--- src/rtl/shift_sequencer.sv ---
// rtl/shift_sequencer.sv - command sequencer driving an 8-bit shift_register's load/shift pins
// Accepts {data, dir, count}, pulses load once, shifts count times, returns sampled sr_out.
module shift_sequencer #(
  parameter int WIDTH = 8,
  parameter int CNT_W = 4
) (
  input  logic             clk,
  input  logic             reset,
  input  logic             cmd_valid,
  output logic             cmd_ready,
  input  logic [WIDTH-1:0] cmd_data,
  input  logic             cmd_dir,
  input  logic [CNT_W-1:0] cmd_count,
  output logic             sr_load,
  output logic             sr_shift_en,
  output logic             sr_dir,
  output logic [WIDTH-1:0] sr_in,
  input  logic [WIDTH-1:0] sr_out,
  output logic             rsp_valid,
  input  logic             rsp_ready,
  output logic [WIDTH-1:0] rsp_data,
  output logic             busy
);

  typedef enum logic [2:0] {
    S_IDLE,
    S_LOAD,
    S_SHIFT,
    S_CAPTURE,
    S_RESP
  } state_t;

  localparam logic [CNT_W-1:0] ONE = {{(CNT_W-1){1'b0}}, 1'b1};

  state_t           r_state;
  state_t           w_next;
  logic [WIDTH-1:0] r_data;
  logic             r_dir;
  logic [CNT_W-1:0] r_count;
  logic [CNT_W-1:0] r_remaining;
  logic [WIDTH-1:0] r_rsp_data;

  always_ff @(posedge clk) begin
    if (reset) begin
      r_state     <= S_IDLE;
      r_data      <= '0;
      r_dir       <= 1'b0;
      r_count     <= '0;
      r_remaining <= '0;
      r_rsp_data  <= '0;
    end else begin
      r_state <= w_next;
      if (r_state == S_IDLE && cmd_valid) begin
        r_data  <= cmd_data;
        r_dir   <= cmd_dir;
        r_count <= cmd_count;
      end
      // remaining is loaded as a full CNT_W value, so the maximum count never wraps
      if (r_state == S_LOAD) begin
        r_remaining <= r_count;
      end else if (r_state == S_SHIFT) begin
        r_remaining <= r_remaining - ONE;
      end
      if (r_state == S_CAPTURE) begin
        r_rsp_data <= sr_out;
      end
    end
  end

  always_comb begin
    w_next      = r_state;
    cmd_ready   = 1'b0;
    sr_load     = 1'b0;
    sr_shift_en = 1'b0;
    rsp_valid   = 1'b0;
    case (r_state)
      S_IDLE: begin
        cmd_ready = 1'b1;
        if (cmd_valid) w_next = S_LOAD;
      end
      S_LOAD: begin
        sr_load = 1'b1;
        w_next  = (r_count == '0) ? S_CAPTURE : S_SHIFT;
      end
      S_SHIFT: begin
        sr_shift_en = 1'b1;
        if (r_remaining == ONE) w_next = S_CAPTURE;
      end
      S_CAPTURE: begin
        w_next = S_RESP;
      end
      S_RESP: begin
        rsp_valid = 1'b1;
        if (rsp_ready) w_next = S_IDLE;
      end
      default: begin
        w_next = S_IDLE;
      end
    endcase
  end

  assign sr_in    = r_data;
  assign sr_dir   = r_dir;
  assign rsp_data = r_rsp_data;
  assign busy     = (r_state != S_IDLE);

endmodule
--- config.mk ---
export PLATFORM = sky130hd
export DESIGN_NAME = shift_sequencer
export DESIGN_NICKNAME = d
export VERILOG_FILES = /design/src/rtl/shift_sequencer.sv
export SDC_FILE = /design/constraint.sdc
export NUM_CORES = 1
export LEC_CHECK = 0
export ABC_CLOCK_PERIOD_IN_PS = 1500
export BUFFER_PORTS_ARGS = -buffer_cell sky130_fd_sc_hd__buf_2
export CELL_PAD_IN_SITES_DETAIL_PLACEMENT = 0
export CELL_PAD_IN_SITES_GLOBAL_PLACEMENT = 2
export CORE_MARGIN = 1
export CORE_UTILIZATION = 24
export CTS_BUF_LIST = sky130_fd_sc_hd__clkbuf_16
export DETAILED_ROUTE_END_ITERATION = 6
export GPL_TIMING_DRIVEN = 1
export PLACE_DENSITY = 0.73
export SETUP_SLACK_MARGIN = 0.2
export SYNTH_ARGS = -nofsm -noshare
export SYNTH_HDL_FRONTEND = slang
export SYNTH_SLANG_ARGS = --single-unit
--- constraint.sdc ---
create_clock -name clk -period 1.5 [get_ports clk]
set_clock_uncertainty 0.1 [all_clocks]
set_input_delay 0.45 -clock clk [delete_from_list [all_inputs] [get_ports clk]]
set_output_delay 0.45 -clock clk [all_outputs]
set_load 0.005 [all_outputs]
# --- Word-level counts from Yosys, hierarchy flattened ---
# Index checks and enable logic that the tools add are counted.
word_totals:
  register_bits: 28
  latchBits: 0
  mem_bits_rw: 0
  romBits: 0
  in_bits: 25
  out_inout_bits: 22
  elab_cells: 32
  memories: 0
classes:
  add_sub_neg: 1
  mul: 0
  div: 0
  magnitude_cmp: 0
  eq_ne: 8
  n_shift: 0
  n_mux: 11
  bitwise: 0
  n_reduce_logical: 6
ops:
  columns: ["operator", "count"]
  rows:
  - ["case mux 3 bit (5 select lines)", 1]
  - ["2-to-1 mux 3 bit", 3]
  - ["2-to-1 mux 4 bit", 2]
  - ["equality test 3 x 2 -> 1 bit (second input constant)", 2]
  - ["2-to-1 mux 1 bit", 5]
  - ["equality test 4 x 1 -> 1 bit (second input constant)", 1]
  - ["logical NOT 4 bit", 1]
  - ["!= test 2 bit (second input constant)", 2]
  - ["subtractor 4 x 1 -> 4 bit (second input constant)", 1]
  - ["equality test 3 x 1 -> 1 bit (second input constant)", 1]
  - ["equality test 3 bit (second input constant)", 1]
  - ["logical NOT 3 bit", 1]
  - ["AND reduction 3 bit", 1]
  - ["nonzero test 3 bit", 1]
  - ["!= test 2 x 1 -> 1 bit (second input constant)", 1]
  - ["nonzero test 2 bit", 1]
  - ["logical AND 1 bit", 1]

# --- Longest topological paths before layout ---
# Gate-level depths: netlist of the first run.
logic_depth:
  depth_word: 3
  depth_mapped: 5
  ltp_nobuf: 4

# --- Least setup slack after synthesis of the first run ---
# No wires, ideal clock.
synth_path:
  path_type: "register to register"
  startpoint: "reg r_state[1]"
  endpoint: "reg r_count[0]"
  setup_time_ns: 0.132
  arrival_ns: 1.297
  required_ns: 1.268
  slack_ns: -0.030
  path_stages_with_launch: 6
  path_buffers: 2
  period_less_slack_ns: 1.530
  path_cell_list: "dfxtp_1 buf_4 or4b_1 buf_2 nand2_1 a21oi_1"
synth_via:
  elab_chain_len: 2
synth_lines:
  columns: ["element", "line_no", "source"]
  rows:
  - ["start, declared", "35", "state_t r_state;"]
  - ["start signal, assigned", "52", "r_state <= w_next;"]
  - ["logical NOT 3 bit", "53", "if (r_state == S_IDLE && cmd_valid) begin"]
  - ["logical AND 1 bit", "53", null]
  - ["end signal, assigned", "56", "r_count <= cmd_count;"]
  - ["end, declared", "39", "logic [CNT_W-1:0] r_count;"]
# No other way between the ends.
# A chain may end at the register's enable or synchronous reset.

# --- Final worst setup path of the first run ---
layout_path:
  startpoint: "reg r_state[1]"
  endpoint: "out sr_load"
layout_via:
  elab_chain_len: 2
layout_lines:
  columns: ["element", "line_no", "source"]
  rows:
  - ["equality test 3 x 1 -> 1 bit", "76", "case (r_state)"]
  - ["2-to-1 mux 1 bit", "76", null]
  - ["end, declared", "14", "output logic sr_load,"]
# No other way between the ends.

==> impl_results.html, run 1 <==
<table>
<tr><th>Metric</th><th>Value</th></tr>
<tr><th colspan="2">Floorplanning</th></tr>
<tr><td>Placeable core region</td><td>4723 um^2</td></tr>
<tr><td>Initial Utilization</td><td>roughly 25%</td></tr>
<tr><td>Die area</td><td>5174 um^2</td></tr>
<tr><td>Horizontal extent of the die</td><td>between 70 and 80 um</td></tr>
<tr><td>Vertical die dimension</td><td>71.93 um</td></tr>
<tr><td>Row cnt</td><td>25</td></tr>
<tr><td>Top-Level Pins</td><td>47</td></tr>
<tr><th colspan="2">Synthesis</th></tr>
<tr><td>Netlist area before placement</td><td>1174 um^2</td></tr>
<tr><td>Number of unique standard cell types used by synthesis</td><td>30</td></tr>
<tr><td>Mean cell area of the mapped netlist</td><td>8.891 um^2</td></tr>
<tr><td>Biggest area contributors in the synthesized netlist</td><td>sky130_fd_sc_hd__dfxtp_1 48%, sky130_fd_sc_hd__nand2_1 9.0%, sky130_fd_sc_hd__mux2i_1 6.8%, sky130_fd_sc_hd__a21oi_1 6.4%, sky130_fd_sc_hd__nor2_1 4.2%</td></tr>
<tr><td>Mux cell area share after synthesis</td><td>approximately 7%</td></tr>
<tr><td>Number of warning messages in the yosys log</td><td>0</td></tr>
<tr><td>Flops &amp; latches, synth</td><td>28</td></tr>
<tr><td>Post-synthesis xor/xnor area fraction</td><td>1.493%</td></tr>
<tr><td>Top cell type by total area after synthesis</td><td>sky130_fd_sc_hd__dfxtp_1</td></tr>
<tr><td>Share of synthesized area occupied by flip-flops and latches</td><td>47.76%</td></tr>
<tr><td>Number of cells produced by synthesis</td><td>132</td></tr>
<tr><td>Compound-Gate Fraction of Synth Area</td><td>between 10 and 15%</td></tr>
<tr><td>Net count of the mapped netlist</td><td>159</td></tr>
<tr><td>Dominant combinational cell family by area after synthesis</td><td>simple AND/OR/NAND/NOR gates</td></tr>
<tr><td>Synthesized-area fraction occupied by and/or/nand/nor cells</td><td>24.31%</td></tr>
<tr><td>Fraction of the mapped netlist area in adder cells</td><td>2.132%</td></tr>
<tr><td>Fraction of post-synthesis cell area in the top cell type by area</td><td>47.76%</td></tr>
<tr><th colspan="2">STA</th></tr>
<tr><td>Unrepaired setup endpoints after global routing</td><td>yes</td></tr>
<tr><td>Worst hold slack across all endpoints</td><td>approximately 320 ps</td></tr>
<tr><td>Number of setup violations in the final report</td><td>19</td></tr>
<tr><td>Final worst-path setup slack</td><td>-231.7 ps</td></tr>
<tr><td>Final critical-path required period</td><td>roughly 1700 ps</td></tr>
<tr><td>Final critical-path share of the clock period</td><td>115.4%</td></tr>
<tr><td>Final max-slew violation count</td><td>0</td></tr>
<tr><td>Top achievable clock speed</td><td>0.5775 GHz</td></tr>
<tr><td>Slew @ Worst Pin</td><td>approximately 350 ps</td></tr>
<tr><td>Final hold violation count</td><td>0</td></tr>
<tr><td>Worst slew margin relative to its limit</td><td>76.77%</td></tr>
<tr><th colspan="2">Layout</th></tr>
<tr><td>Net count, final</td><td>225</td></tr>
<tr><td>Area added between synthesis and finish</td><td>67.27%</td></tr>
<tr><td>Fraction of layout instances using a drive strength above 1</td><td>62.76%</td></tr>
<tr><td>Count of non-filler cells in the finished layout</td><td>263</td></tr>
<tr><td>Number of fill cells</td><td>approximately 470</td></tr>
<tr><td>FF+latch area</td><td>574.3 um^2</td></tr>
<tr><td>Total area of multi-input combinational cells</td><td>730.7 um^2</td></tr>
<tr><td>Post-layout instance area</td><td>1963 um^2</td></tr>
<tr><td>Most frequent standard cell in the layout excluding fill and tap cells</td><td>sky130_fd_sc_hd__buf_2</td></tr>
<tr><td>Number of diodes added for antenna fixing</td><td>0</td></tr>
<tr><td>Most frequent cells in the layout</td><td>45 x sky130_fd_sc_hd__buf_2, 23 x sky130_fd_sc_hd__dfxtp_1, 16 x sky130_fd_sc_hd__nand2_2, 12 x sky130_fd_sc_hd__nor2_1, 11 x sky130_fd_sc_hd__buf_4</td></tr>
<tr><th colspan="2">Route</th></tr>
<tr><td>Final routed DRC violation total</td><td>0</td></tr>
<tr><td>Remaining antenna violation count</td><td>0</td></tr>
<tr><td>Vias</td><td>1196</td></tr>
<tr><td>Vias per inst</td><td>4.548</td></tr>
<tr><td>Routed WL per cell</td><td>13.82 um</td></tr>
<tr><td>Drt pass-1 iters</td><td>6</td></tr>
<tr><td>Iteration-0 DRC Markers</td><td>32</td></tr>
<tr><td>Overall routed net length</td><td>roughly 3600 um</td></tr>
<tr><th colspan="2">CTS</th></tr>
<tr><td>Clock tree buffer depth</td><td>2</td></tr>
<tr><td>Clk slew on worst S/H paths</td><td>~70 ps</td></tr>
<tr><td>Clk sink count</td><td>28</td></tr>
<tr><td>Clk root buf</td><td>sky130_fd_sc_hd__clkbuf_16</td></tr>
<tr><td>Number of clock buffers inserted by TritonCTS</td><td>3</td></tr>
<tr><td>CTS tree</td><td>yes</td></tr>
<tr><td>Clock latency reported for the late side of the worst-skew pair</td><td>260 ps</td></tr>
<tr><td>Hold-fix buffers, CTS</td><td>0</td></tr>
<tr><td>Number of H-tree levels</td><td>1</td></tr>
<tr><th colspan="2">Setup path</th></tr>
<tr><td>Setup Crit Path Kind</td><td>reg2out</td></tr>
<tr><td>Type of element capturing the critical path</td><td>primary output</td></tr>
<tr><td>Critical path peak fanout</td><td>5</td></tr>
<tr><td>Startpoint type of the worst setup path</td><td>register</td></tr>
<tr><td>Arrival time at the worst endpoint</td><td>1180 ps</td></tr>
<tr><td>Required time of the critical path</td><td>950 ps</td></tr>
<tr><th colspan="2">Outcome</th></tr>
<tr><td>Failing checks</td><td>negative setup slack</td></tr>
<tr><td>Run status</td><td>finished, violations left</td></tr>
<tr><th colspan="2">Global route</th></tr>
<tr><td>Number of global-route vias before repair</td><td>1061</td></tr>
<tr><td>Initial antenna violation count</td><td>0</td></tr>
<tr><td>Pin count of the biggest net entering global routing</td><td>28</td></tr>
<tr><td>Total congestion overflow after global routing</td><td>0</td></tr>
<tr><td>Total Routing Usage GR</td><td>12.39%</td></tr>
<tr><td>First-pass GRT wire length</td><td>4940 um</td></tr>
<tr><th colspan="2">Flow run</th></tr>
<tr><td>Max Cap Violations</td><td>0</td></tr>
<tr><th colspan="2">Placement</th></tr>
<tr><td>Placed instance area</td><td>1539 um^2</td></tr>
<tr><td>Placed insts</td><td>247</td></tr>
<tr><td>Sum of net half-perimeters after detailed placement</td><td>around 2200 um</td></tr>
<tr><td>Last weighted congestion value of the routability-driven placer</td><td>approximately 0.69</td></tr>
<tr><td>Quantity of I/O buffers inserted on ports</td><td>46</td></tr>
<tr><th colspan="2">Power</th></tr>
<tr><td>Total power per unit cell area</td><td>1704 nW/um^2</td></tr>
<tr><td>Leakage dissipation</td><td>0.9169 nW</td></tr>
<tr><td>Largest voltage drop on the vdd net</td><td>0.0005489 V</td></tr>
<tr><th colspan="2">Worst hold path</th></tr>
<tr><td>Hold Crit Class</td><td>in2reg</td></tr>
</table>
cell type report:
cell class                 instances  area share (%)
multi-input combinational         91           37.22
sequential                        28           29.25
timing repair buffer              69           24.22
tap                               67           4.270
clock buffer                       3           3.824
inverter                           5           1.211
sequential cells by signal, indices dropped and copies added (netlist names):
signal and cells:
rsp_data 8, sr_in 8, r_count 4, r_remaining 4
r_state 3, sr_dir 1
repair_timing:
item                       CTS  global route
pin swaps                   20            28
gates resized for setup     21            52
setup endpoints to repair   23            32
cloned                       1             2
buffers inserted             4             6
through the flow:
step           utilization [%]  power, mW  setup TNS (ps)  worst slack (ps)
3_5_place_dp             32.58      2.112               0             2.723
2_1_floorplan                -      1.768               0             35.60
4_1_cts                  36.50      2.912          -937.6            -235.4
5_1_grt                  41.56      3.522           -2501            -254.1
6_report                 41.56      3.344           -1496            -231.7
3_3_place_gp             32.58      2.085               0             15.15
cell usage after synthesis, drive strengths merged:
library cell / count
inv: 4
or4b: 1
dfxtp: 28
nor4: 1
a32oi: 1
a21oi: 15
nor3: 5
nand3b: 1
nor3b: 2
or3b: 1
xnor2: 2
a221oi: 1
clkbuf: 3
nand2b: 1
clkinv: 1
a2111oi: 1
or3: 2
nand2: 28
nor2: 13
mux2i: 8
and3: 1
buf: 6
a211oi: 2
nor4b: 1
ha: 2
a211o: 1
final timing paths:
check | slack (ps) | cells after the start | endpoint | from
worst max-delay path | -230 | 3 | sr_load | r_state[1]
worst min-delay path | 320 | 3 | sr_in[5] | cmd_data[5]
worst max register to register | -100 | 7 | r_remaining[2] | r_state[1]
worst min register to register | 360 | 2 | sr_in[2] | sr_in[2]
where the power goes:
part / switching, mW / internal [mW]
logic: 0.794 / 0.875
clock network: 0.244 / 0.354
registers: 0.148 / 0.930
total: 1.19 / 2.16
layer usage:
metal / global-route usage, % / up-vias / wire length [um]
met5: 0 / - / 0
met4: 4.575 / 0 / 46
met3: 3.194 / 5 / 192
met2: 21.28 / 38 / 1890
met1: 14.96 / 578 / 1505
li1: - / 575 / -
critical path, stage by stage (launching register included):
cell	delay, ps
sky130_fd_sc_hd__dfxtp_4	360
sky130_fd_sc_hd__or3b_4	420
sky130_fd_sc_hd__clkinv_4	60
sky130_fd_sc_hd__buf_6	80
logic make-up after synthesis:
logic type | Yosys count
adders and majority gates | 2
AOI/OAI and AO/OA | 21
muxes | 8
buffers and inverters | 14
xor gates and xnor gates | 2
DFF | 28
and+or+nand+nor | 57
(Power assumes the default switching activity.)
==> run 2: changes to the inputs <==
- PLACE_DENSITY: 0.73 -> 0.82
- REMOVE_ABC_BUFFERS: not set -> 1
==> run 2 against run 1 <==
The run still ends with negative setup slack left. Sequential power about the same. First-iteration DRC count fell by 3.1%. Clock power grew 0.8%. Via count fell by 6.4%. Critical endpoint unchanged. Largest cell class unchanged. Highest routed layer unchanged.
==> impl_results.html, run 2 (synthesis gave the netlist of run 1 again) <==
<table>
<tr><th>Metric</th><th>Value</th></tr>
<tr><th colspan="2">Outcome</th></tr>
<tr><td>Run status</td><td>finished, violations left</td></tr>
<tr><td>Failing checks</td><td>negative setup slack</td></tr>
<tr><th colspan="2">Floorplanning</th></tr>
<tr><td>Initial Utilization</td><td>24.85% (unchanged)</td></tr>
<tr><td>Die area</td><td>5174 um^2 (unchanged)</td></tr>
<tr><td>Placeable core region</td><td>4723 um^2 (unchanged)</td></tr>
<tr><td>Row cnt</td><td>25 (unchanged)</td></tr>
<tr><td>Horizontal extent of the die</td><td>71.93 um (unchanged)</td></tr>
<tr><td>Top-Level Pins</td><td>47 (unchanged)</td></tr>
<tr><td>Vertical die dimension</td><td>71.93 um (unchanged)</td></tr>
<tr><th colspan="2">STA</th></tr>
<tr><td>Final max-slew violation count</td><td>0 (unchanged)</td></tr>
<tr><td>Worst slew margin relative to its limit</td><td>80.55% (+3.8 points)</td></tr>
<tr><td>Final worst-path setup slack</td><td>-239.2 ps (-7.480 ps)</td></tr>
<tr><td>Unrepaired setup endpoints after global routing</td><td>yes</td></tr>
<tr><td>Final critical-path required period</td><td>1739 ps (+7.480 ps)</td></tr>
<tr><td>Number of setup violations in the final report</td><td>20 (+1)</td></tr>
<tr><td>Worst hold slack across all endpoints</td><td>320.2 ps (-0.3790 ps)</td></tr>
<tr><td>Top achievable clock speed</td><td>0.5750 GHz (-0.43%)</td></tr>
<tr><td>Final critical-path share of the clock period</td><td>115.9% (+0.50 points)</td></tr>
<tr><td>Slew @ Worst Pin</td><td>289.5 ps (-56.21 ps)</td></tr>
<tr><td>Final hold violation count</td><td>0 (unchanged)</td></tr>
<tr><th colspan="2">Route</th></tr>
<tr><td>Drt pass-1 iters</td><td>3 (-3)</td></tr>
<tr><td>Remaining antenna violation count</td><td>0 (unchanged)</td></tr>
<tr><td>Final routed DRC violation total</td><td>0 (unchanged)</td></tr>
<tr><td>Iteration-0 DRC Markers</td><td>31 (-3.1%)</td></tr>
<tr><td>Overall routed net length</td><td>2982 um (-18%)</td></tr>
<tr><td>Vias</td><td>1119 (-6.4%)</td></tr>
<tr><td>Vias per inst</td><td>4.255 (-6.4%)</td></tr>
<tr><td>Routed WL per cell</td><td>11.34 um (-18%)</td></tr>
<tr><th colspan="2">Placement</th></tr>
<tr><td>Quantity of I/O buffers inserted on ports</td><td>46 (unchanged)</td></tr>
<tr><td>Placed instance area</td><td>1550 um^2 (+0.73%)</td></tr>
<tr><td>Sum of net half-perimeters after detailed placement</td><td>1980 um (-12%)</td></tr>
<tr><td>Last weighted congestion value of the routability-driven placer</td><td>0.7234 (+5.0%)</td></tr>
<tr><td>Placed insts</td><td>251 (+1.6%)</td></tr>
<tr><th colspan="2">Layout</th></tr>
<tr><td>Area added between synthesis and finish</td><td>58.21%</td></tr>
<tr><td>Count of non-filler cells in the finished layout</td><td>263 (unchanged)</td></tr>
<tr><td>End-of-flow core utilization</td><td>39.31% (-2.3 points)</td></tr>
<tr><td>Most frequent standard cell in the layout excluding fill and tap cells</td><td>sky130_fd_sc_hd__buf_2</td></tr>
<tr><td>Number of fill cells</td><td>498 (+5.3%)</td></tr>
<tr><td>Net count, final</td><td>224 (-0.44%)</td></tr>
<tr><td>Post-layout instance area</td><td>1857 um^2 (-5.4%)</td></tr>
<tr><td>Number of diodes added for antenna fixing</td><td>0 (unchanged)</td></tr>
<tr><td>Fraction of layout instances using a drive strength above 1</td><td>50.00% (-13 points)</td></tr>
<tr><td>Most frequent cells in the layout</td><td>45 x sky130_fd_sc_hd__buf_2, 25 x sky130_fd_sc_hd__dfxtp_1, 19 x sky130_fd_sc_hd__nand2_1, 13 x sky130_fd_sc_hd__a21oi_1, 13 x sky130_fd_sc_hd__nor2_1</td></tr>
<tr><th colspan="2">Global route</th></tr>
<tr><td>Total Routing Usage GR</td><td>12.03% (-0.36 points)</td></tr>
<tr><td>First-pass GRT wire length</td><td>4850 um (-1.8%)</td></tr>
<tr><td>Total congestion overflow after global routing</td><td>0 (unchanged)</td></tr>
<tr><td>Pin count of the biggest net entering global routing</td><td>23 (-18%)</td></tr>
<tr><td>Initial antenna violation count</td><td>0 (unchanged)</td></tr>
<tr><td>Number of global-route vias before repair</td><td>1057 (-0.38%)</td></tr>
<tr><th colspan="2">Power</th></tr>
<tr><td>Final total power</td><td>3.169 mW (-5.3%)</td></tr>
<tr><td>Total power per unit cell area</td><td>1707 nW/um^2 (+0.18%)</td></tr>
<tr><td>Largest voltage drop on the vdd net</td><td>0.0008545 V (+56%)</td></tr>
<tr><td>Leakage dissipation</td><td>0.8802 nW (-4.0%)</td></tr>
<tr><th colspan="2">Setup path</th></tr>
<tr><td>Arrival time at the worst endpoint</td><td>1190 ps (about the same)</td></tr>
<tr><td>Critical path origin</td><td>r_state[2]</td></tr>
<tr><td>Critical path peak fanout</td><td>5 (unchanged)</td></tr>
<tr><td>Type of element capturing the critical path</td><td>primary output</td></tr>
<tr><td>Setup Crit Path Kind</td><td>reg2out</td></tr>
<tr><td>Startpoint type of the worst setup path</td><td>register</td></tr>
<tr><td>Reg-to-reg critical path startpoint</td><td>r_state[0]</td></tr>
<tr><td>Register-to-register setup slack</td><td>-60 ps (+40 ps)</td></tr>
<tr><td>Required time of the critical path</td><td>950 ps (about the same)</td></tr>
<tr><th colspan="2">Worst hold path</th></tr>
<tr><td>Hold Crit Class</td><td>in2reg</td></tr>
<tr><td>Worst Min Path Start</td><td>sr_out[0]</td></tr>
<tr><th colspan="2">CTS</th></tr>
<tr><td>Clk slew on worst S/H paths</td><td>70 ps (about the same)</td></tr>
<tr><td>Number of H-tree levels</td><td>1 (unchanged)</td></tr>
<tr><td>Clock tree buffer depth</td><td>2 (unchanged)</td></tr>
<tr><td>Number of clock buffers inserted by TritonCTS</td><td>3 (unchanged)</td></tr>
<tr><td>CTS tree</td><td>yes</td></tr>
<tr><td>Clk sink count</td><td>28 (unchanged)</td></tr>
<tr><td>Clock latency reported for the late side of the worst-skew pair</td><td>260 ps (about the same)</td></tr>
<tr><td>Clk root buf</td><td>sky130_fd_sc_hd__clkbuf_16</td></tr>
<tr><th colspan="2">Flow run</th></tr>
<tr><td>Max Cap Violations</td><td>0 (unchanged)</td></tr>
</table>
[run 2: path summary, 6_finish.rpt]
| path | end | cells after the start |
|---|---|---|
| worst min-delay path | rsp_data[0] | 3 |
| worst min register to register | sr_in[2] | 2 |
| worst max-delay path | sr_load | 3 |
| worst max register to register | r_remaining[3] | 8 |
[run 2: critical path, cell delays in order, from the launching register on]
cell and delay [ps]:
sky130_fd_sc_hd__dfxtp_4 360, sky130_fd_sc_hd__or3b_4 420, sky130_fd_sc_hd__clkinv_4 70, sky130_fd_sc_hd__buf_6 80
[run 2: metrics by stage]
step / setup WS [ps] / setup TNS [ps]
2_1_floorplan: -72.04 / -143.2
3_3_place_gp: -28.22 / -334.8
3_5_place_dp: -38.18 / -460.9
4_1_cts: -244.9 / -1010
5_1_grt: -272.7 / -2163
6_report: -239.2 / -1219
[run 2: layout make-up]
type                            instances  area [um^2]  share of cell area [%]
Clock buffer                            3        75.07                   4.043
Clock inverter                          1        3.754                  0.2022
Inverter                                5        23.77                   1.280
Multi-Input combinational cell         90        630.6                   33.96
Sequential cell                        28        569.3                   30.66
Tap cell                               67        83.83                   4.515
Timing Repair Buffer                   69        470.5                   25.34
[run 2: timing repair]
item | 4_1_cts | 5_1_grt
setup endpoints to repair | 31 | 31
hold buffers | 0 | 0
setup buffers | 3 | 3
pin swaps | 9 | 7
cloned | 2 | 0
gates resized for setup | 25 | 17
[run 2: routing by layer]
| layer | global-route usage, % | vias to the layer above | routed length (um) |
|---|---|---|---|
| li1 | - | 572 | - |
| met1 | 13.73 | 521 | 1182 |
| met2 | 21.59 | 22 | 1621 |
| met3 | 3.750 | 4 | 126 |
| met4 | 3.486 | 0 | 52 |
| met5 | 0 | - | 0 |
[run 2: report_power, final]
group          leakage [nW]  internal, mW  switching, mW
Clock                0.0385         0.357          0.245
Combinational         0.611         0.812          0.688
Sequential            0.230         0.922          0.144
Total                 0.880          2.09           1.08
